[src/rtl/tx_sample_packer.sv]
`timescale 1ns/1ps
`default_nettype none
// ============================================================================
// Module   : tx_sample_packer
// Brief    : Host-side write stage for the TX FIFO: formats samples, enforces
//            L/R alternation, 2-word skid buffer. Option macro: MONO_DUP_EN.
// Revision : 1.0 - initial release
// ============================================================================
module tx_sample_packer #(
    parameter int WIDTH = 32,
    parameter int CNT_W = 8
) (
    input  logic             wclk,
    input  logic             rst_,
    input  logic             s_valid,
    output logic             s_ready,
    input  logic [WIDTH-1:0] s_data,
    input  logic             s_chan,
`ifdef MONO_DUP_EN
    input  logic             mono,
`endif
    input  logic             frame16,
    input  logic [1:0]       data_size,
    input  logic             stop,
    output logic [WIDTH-1:0] fifo_din,
    output logic             fifo_wr_en,
    input  logic             fifo_full,
    output logic             chan_err,
    output logic [CNT_W-1:0] drop_cnt
);

    localparam logic CHAN_L = 1'b0;

    logic [WIDTH-1:0] mem0_q, mem0_d;
    logic [WIDTH-1:0] mem1_q, mem1_d;
    logic             wp_q, wp_d;
    logic             rp_q, rp_d;
    logic [1:0]       cnt_q, cnt_d;
    logic             exp_q, exp_d;
    logic             chan_err_q, chan_err_d;
    logic [CNT_W-1:0] drop_cnt_q, drop_cnt_d;

    logic [WIDTH-1:0] w_just;
    logic [WIDTH-1:0] w_word;
    logic             w_accept;
    logic             w_match;
    logic             w_push;
    logic             w_drop;
    logic             w_dup;
    logic [1:0]       w_push_n;

    // Left-justify the DS-bit sample; a 16-bit frame keeps the top 16 bits of that.
    always_comb begin
        w_just = '0;
        case (data_size)
            2'b00:   w_just = s_data << (WIDTH - 8);
            2'b01:   w_just = s_data << (WIDTH - 16);
            2'b10:   w_just = s_data << (WIDTH - 24);
            default: w_just = s_data;
        endcase
        w_word = frame16 ? {{(WIDTH-16){1'b0}}, w_just[WIDTH-1 -: 16]} : w_just;
    end

`ifdef MONO_DUP_EN
    assign s_ready = (mono ? (cnt_q == 2'd0) : (cnt_q != 2'd2)) & ~stop;
    assign w_dup   = mono;
    assign w_match = mono | (s_chan == exp_q);
`else
    assign s_ready = (cnt_q != 2'd2) & ~stop;
    assign w_dup   = 1'b0;
    assign w_match = (s_chan == exp_q);
`endif

    assign w_accept   = s_valid & s_ready;
    assign w_push     = w_accept & w_match;
    assign w_drop     = w_accept & ~w_match;
    assign w_push_n   = w_push ? (w_dup ? 2'd2 : 2'd1) : 2'd0;

    assign fifo_wr_en = (cnt_q != 2'd0) & ~fifo_full & ~stop;
    assign fifo_din   = rp_q ? mem1_q : mem0_q;
    assign chan_err   = chan_err_q;
    assign drop_cnt   = drop_cnt_q;

    always_comb begin
        mem0_d     = mem0_q;
        mem1_d     = mem1_q;
        wp_d       = wp_q;
        rp_d       = rp_q;
        cnt_d      = cnt_q;
        exp_d      = exp_q;
        chan_err_d = chan_err_q;
        drop_cnt_d = drop_cnt_q;

        if (stop) begin
            wp_d  = 1'b0;
            rp_d  = 1'b0;
            cnt_d = 2'd0;
            exp_d = CHAN_L;
        end else begin
            if (fifo_wr_en) begin
                rp_d = ~rp_q;
            end
            if (w_push) begin
                // A mono duplicate fills both slots, so the write pointer wraps back.
                if (!wp_q || w_dup) begin
                    mem0_d = w_word;
                end
                if (wp_q || w_dup) begin
                    mem1_d = w_word;
                end
                if (!w_dup) begin
                    wp_d  = ~wp_q;
                    exp_d = ~exp_q;
                end
            end
            cnt_d = cnt_q + w_push_n - {1'b0, fifo_wr_en};
        end

        if (w_drop) begin
            chan_err_d = 1'b1;
            if (drop_cnt_q != {CNT_W{1'b1}}) begin
                drop_cnt_d = drop_cnt_q + 1'b1;
            end
        end
    end

    always_ff @(posedge wclk or negedge rst_) begin
        if (!rst_) begin
            mem0_q     <= '0;
            mem1_q     <= '0;
            wp_q       <= 1'b0;
            rp_q       <= 1'b0;
            cnt_q      <= 2'd0;
            exp_q      <= CHAN_L;
            chan_err_q <= 1'b0;
            drop_cnt_q <= '0;
        end else begin
            mem0_q     <= mem0_d;
            mem1_q     <= mem1_d;
            wp_q       <= wp_d;
            rp_q       <= rp_d;
            cnt_q      <= cnt_d;
            exp_q      <= exp_d;
            chan_err_q <= chan_err_d;
            drop_cnt_q <= drop_cnt_d;
        end
    end

endmodule
`default_nettype wire

[config.mk]
export PLATFORM = sky130hd
export DESIGN_NAME = tx_sample_packer
export DESIGN_NICKNAME = d
export VERILOG_FILES = /design/src/rtl/tx_sample_packer.sv
export SDC_FILE = /design/constraint.sdc
export NUM_CORES = 1
export LEC_CHECK = 0
export CAP_MARGIN = 10
export CORE_MARGIN = 2
export CORE_UTILIZATION = 50
export CTS_BUF_LIST = sky130_fd_sc_hd__clkbuf_8
export CTS_CLUSTER_DIAMETER = 50
export DETAILED_ROUTE_END_ITERATION = 12
export HOLD_SLACK_MARGIN = 0.05
export PLACE_DENSITY = 0.82
export SLEW_MARGIN = 40
export SYNTH_ARGS = -nofsm -noshare
export SYNTH_HDL_FRONTEND = slang
export SYNTH_SLANG_ARGS = --single-unit
[constraint.sdc]
create_clock -name wclk -period 4.4 [get_ports wclk]
set_clock_uncertainty 0.1 [all_clocks]
set_input_delay 0.66 -clock wclk [delete_from_list [all_inputs] [get_ports wclk]]
set_output_delay 0.66 -clock wclk [all_outputs]
set_load 0.02 [all_outputs]
==> flow_summary.ini <==
[sta]
hold_viol = 0
worstMarginPinSlew_ns = 0.8572
layout_min_cycle_time_ns = 2.826
setup_viol = 0
slew_viol_final = 0
relSlewSlack_pct = 42.44
rsz0062_at_grt = no
maxClockFrequency_mhz = 353.8
min_period_over_period_pct = 64.23
whs_ns = 0.2179
fin_setup_tns_ns = 0

[route]
drt-vias-per-instance = 5.849
post-route-drc-count = 0
drt_iter0_drc = 189
routed_wirelength_um = 9839
via_count = 3170
ant_nets = 0
wl_per_cell_um = 18.15
first_pass_iters = 4

[layout]
final_util_pct = 64.70
area_delta_synth_final_pct = 25.19
fin_nets = 476
drive_gt1_share_pct = 28.15
antenna_cells = 0
finalNonFillerCells = 542

[power]
powerDensity_mw_per_mm2 = 428.3
total_leakage_power_nw = 2.362
power_w = 0.002277
irDropWorstVdd_mv = 0.2476

[worst_setup_path]
r2r_slack_ns = 2.01
cp_cell_sequence = buf_4, mux2_2, clkdlybuf4s50_1
rr_endpoint = mem1_q[4]
cp.arrival_ns = 2.07
critPathCapture = fifo_din[31]
end_kind = output port
required_ns = 3.64
reg2regPathDepth = 4
critPathMaxFanout = 33
cpPeakStageDelay_ns = 0.55
cp-startpoint = rp_q
cp-start-kind = flop
critPathSlowestCell = clkdlybuf4s50_1
rr_startpoint = exp_q
crit_type = flop to output port

[synth]
yosys-top-cells-area = dfrtp_1 46%, mux2_2 24%, mux2i_1 5.7%
async_reset_ff_share_pct = 100.0
syn-num-nets = 397
syn-cell-area_sq_mm = 0.004247
yosysSeqAreaShare_pct = 45.96
ys_types = 39
ys.flop_type = dfrtp_1
yosysMostFrequentCell = mux2_2
syn_avg_cell_area_sq_um = 12.03
yosys.area.top_type = dfrtp_1
synth_top_area_share_pct = 45.96
ys_warn_count = 0
synth_cells = 353
synth_commonest_cells = 89 x mux2_2, 78 x dfrtp_1, 24 x mux2i_1, 24 x nand2_1, 17 x o21ai_0
synth-edff-count = 0
postSynthRegisterBits = 78

[grt]
antenna_found_initial = 0
grt_overflow = 0
grt_pass1_wl_um = 15520
grt_pass1_vias = 3078
grt_max_degree = 52
track_usage_pct = 22.24

[clock_tree]
cts_resized = 0
max-clock-path-buffers = 2
post_cts_buffers = 0
clock-sinks = 78
hold_buffers = 0
clock_latency_ns = 0.35
cts.clk_slew.worst_paths_ns = 0.08
cts_buffers = 9
cts_root_buf = clkbuf_8
cts_tree = done
h-tree-depth = 3

[placed_design]
routabilityCongestion = 0.8198
dp_hpwl_um = 7069
dp_cells = 526
io_buffers = 83

[floorplanning]
die_h_um = 96.16
die_w_um = 96.16
start_util_pct = 51.68
coreArea_sq_mm = 0.008217
ioPinCount = 84
fp.dieArea_sq_mm = 0.009247
placementRows = 33

[run_status]
outcome = finished, final reports clean

[job]
max_cap_viol_count = 0

[worst_hold_path]
min_path_type = primary input to asynchronous set/reset pin
final cells by class:
type,instances,area [sq um]
clock inverters,7,35.03
clock buffers,9,123.9
repair buffers,90,873.3
multi-input cells,252,2197
well taps,105,131.4
inverters,1,3.754
fillers,643,2900
flip-flops and latches,78,1952
how the worst min path moves through the flow:
stage,from,to
after floorplan,rst_,chan_err
after global placement,chan_err,chan_err
after detailed placement,chan_err,chan_err
after CTS,rst_,drop_cnt[2]
after global routing,rst_,drop_cnt[1]
final,rst_,drop_cnt[0]
power breakdown:
| part | internal, W | total [W] | leakage [nW] | switching (W) |
|---|---|---|---|---|
| clock | 0.000197 | 0.000448 | 0.0965 | 0.000251 |
| sequential | 0.000873 | 0.000976 | 1.03 | 0.000103 |
| combinational | 0.000457 | 0.000853 | 1.24 | 0.000396 |
| total | 0.00153 | 0.00228 | 2.36 | 0.000750 |
sequential cells by signal, summed over array words and instances (netlist names):
register / cells
chan_err: 1
cnt_q: 2
drop_cnt: 8
exp_q: 1
mem0_q: 32
mem1_q: 32
rp_q: 1
wp_q: 1
per-layer routing:
layer,track usage [%],up-vias,share of wire [%]
li1,-,1475,-
met1,31.68,1568,45
met2,34.90,112,47
met3,3.681,15,6.3
met4,6.667,0,1.5
met5,0,-,0
cells in the final DEF, fill, tap and decap left out, drive strengths merged, types with 3 or more instances in the layout:
cell type | synthesis | final
xor2 | 3 | 3
mux2 | 92 | 92
xnor2 | 3 | 3
nor2b | 5 | 5
clkdlybuf4s50 | 0 | 81
nor2 | 12 | 12
a21oi | 4 | 4
mux2i | 24 | 24
clkinv | 0 | 4
nand2 | 24 | 24
clkbuf | 11 | 9
nand3 | 6 | 6
a32oi | 8 | 8
o22ai | 16 | 16
buf | 11 | 9
dfrtp | 78 | 78
ha | 3 | 3
nand4 | 3 | 3
o21ai | 17 | 17
nand2b | 4 | 4
a22o | 16 | 16
inv | 1 | 4
critical path: cells and delay by family, from the launching register on:
| family | cells | cell delay (ns) |
|---|---|---|
| muxes | 1 | 0.43 |
| DFF | 1 | 0.33 |
| buffers and inverters | 2 | 0.96 |
cell families (layout without fill, tap and decap cells):
| group | after synthesis | after routing | share of synthesized area (%) |
|---|---|---|---|
| compound gates | 66 | 66 | 10.70 |
| xor+xnor | 6 | 6 | 1.680 |
| fa+ha+maj | 3 | 3 | 0.8840 |
| buf+inv | 23 | 107 | 2.298 |
| flops | 78 | 78 | 45.96 |
| mux | 116 | 116 | 30.05 |
| simple gates | 61 | 61 | 8.427 |
through the flow:
step                setup slack (ns)  cell area (sq um)
floorplan                      2.077               4247
global placement               1.307               5162
detailed placement             1.259               5162
CTS                            1.559               5321
global route                   1.460               5316
finish                         1.574               5316
Note: power is estimated with default switching activity, not from simulation.
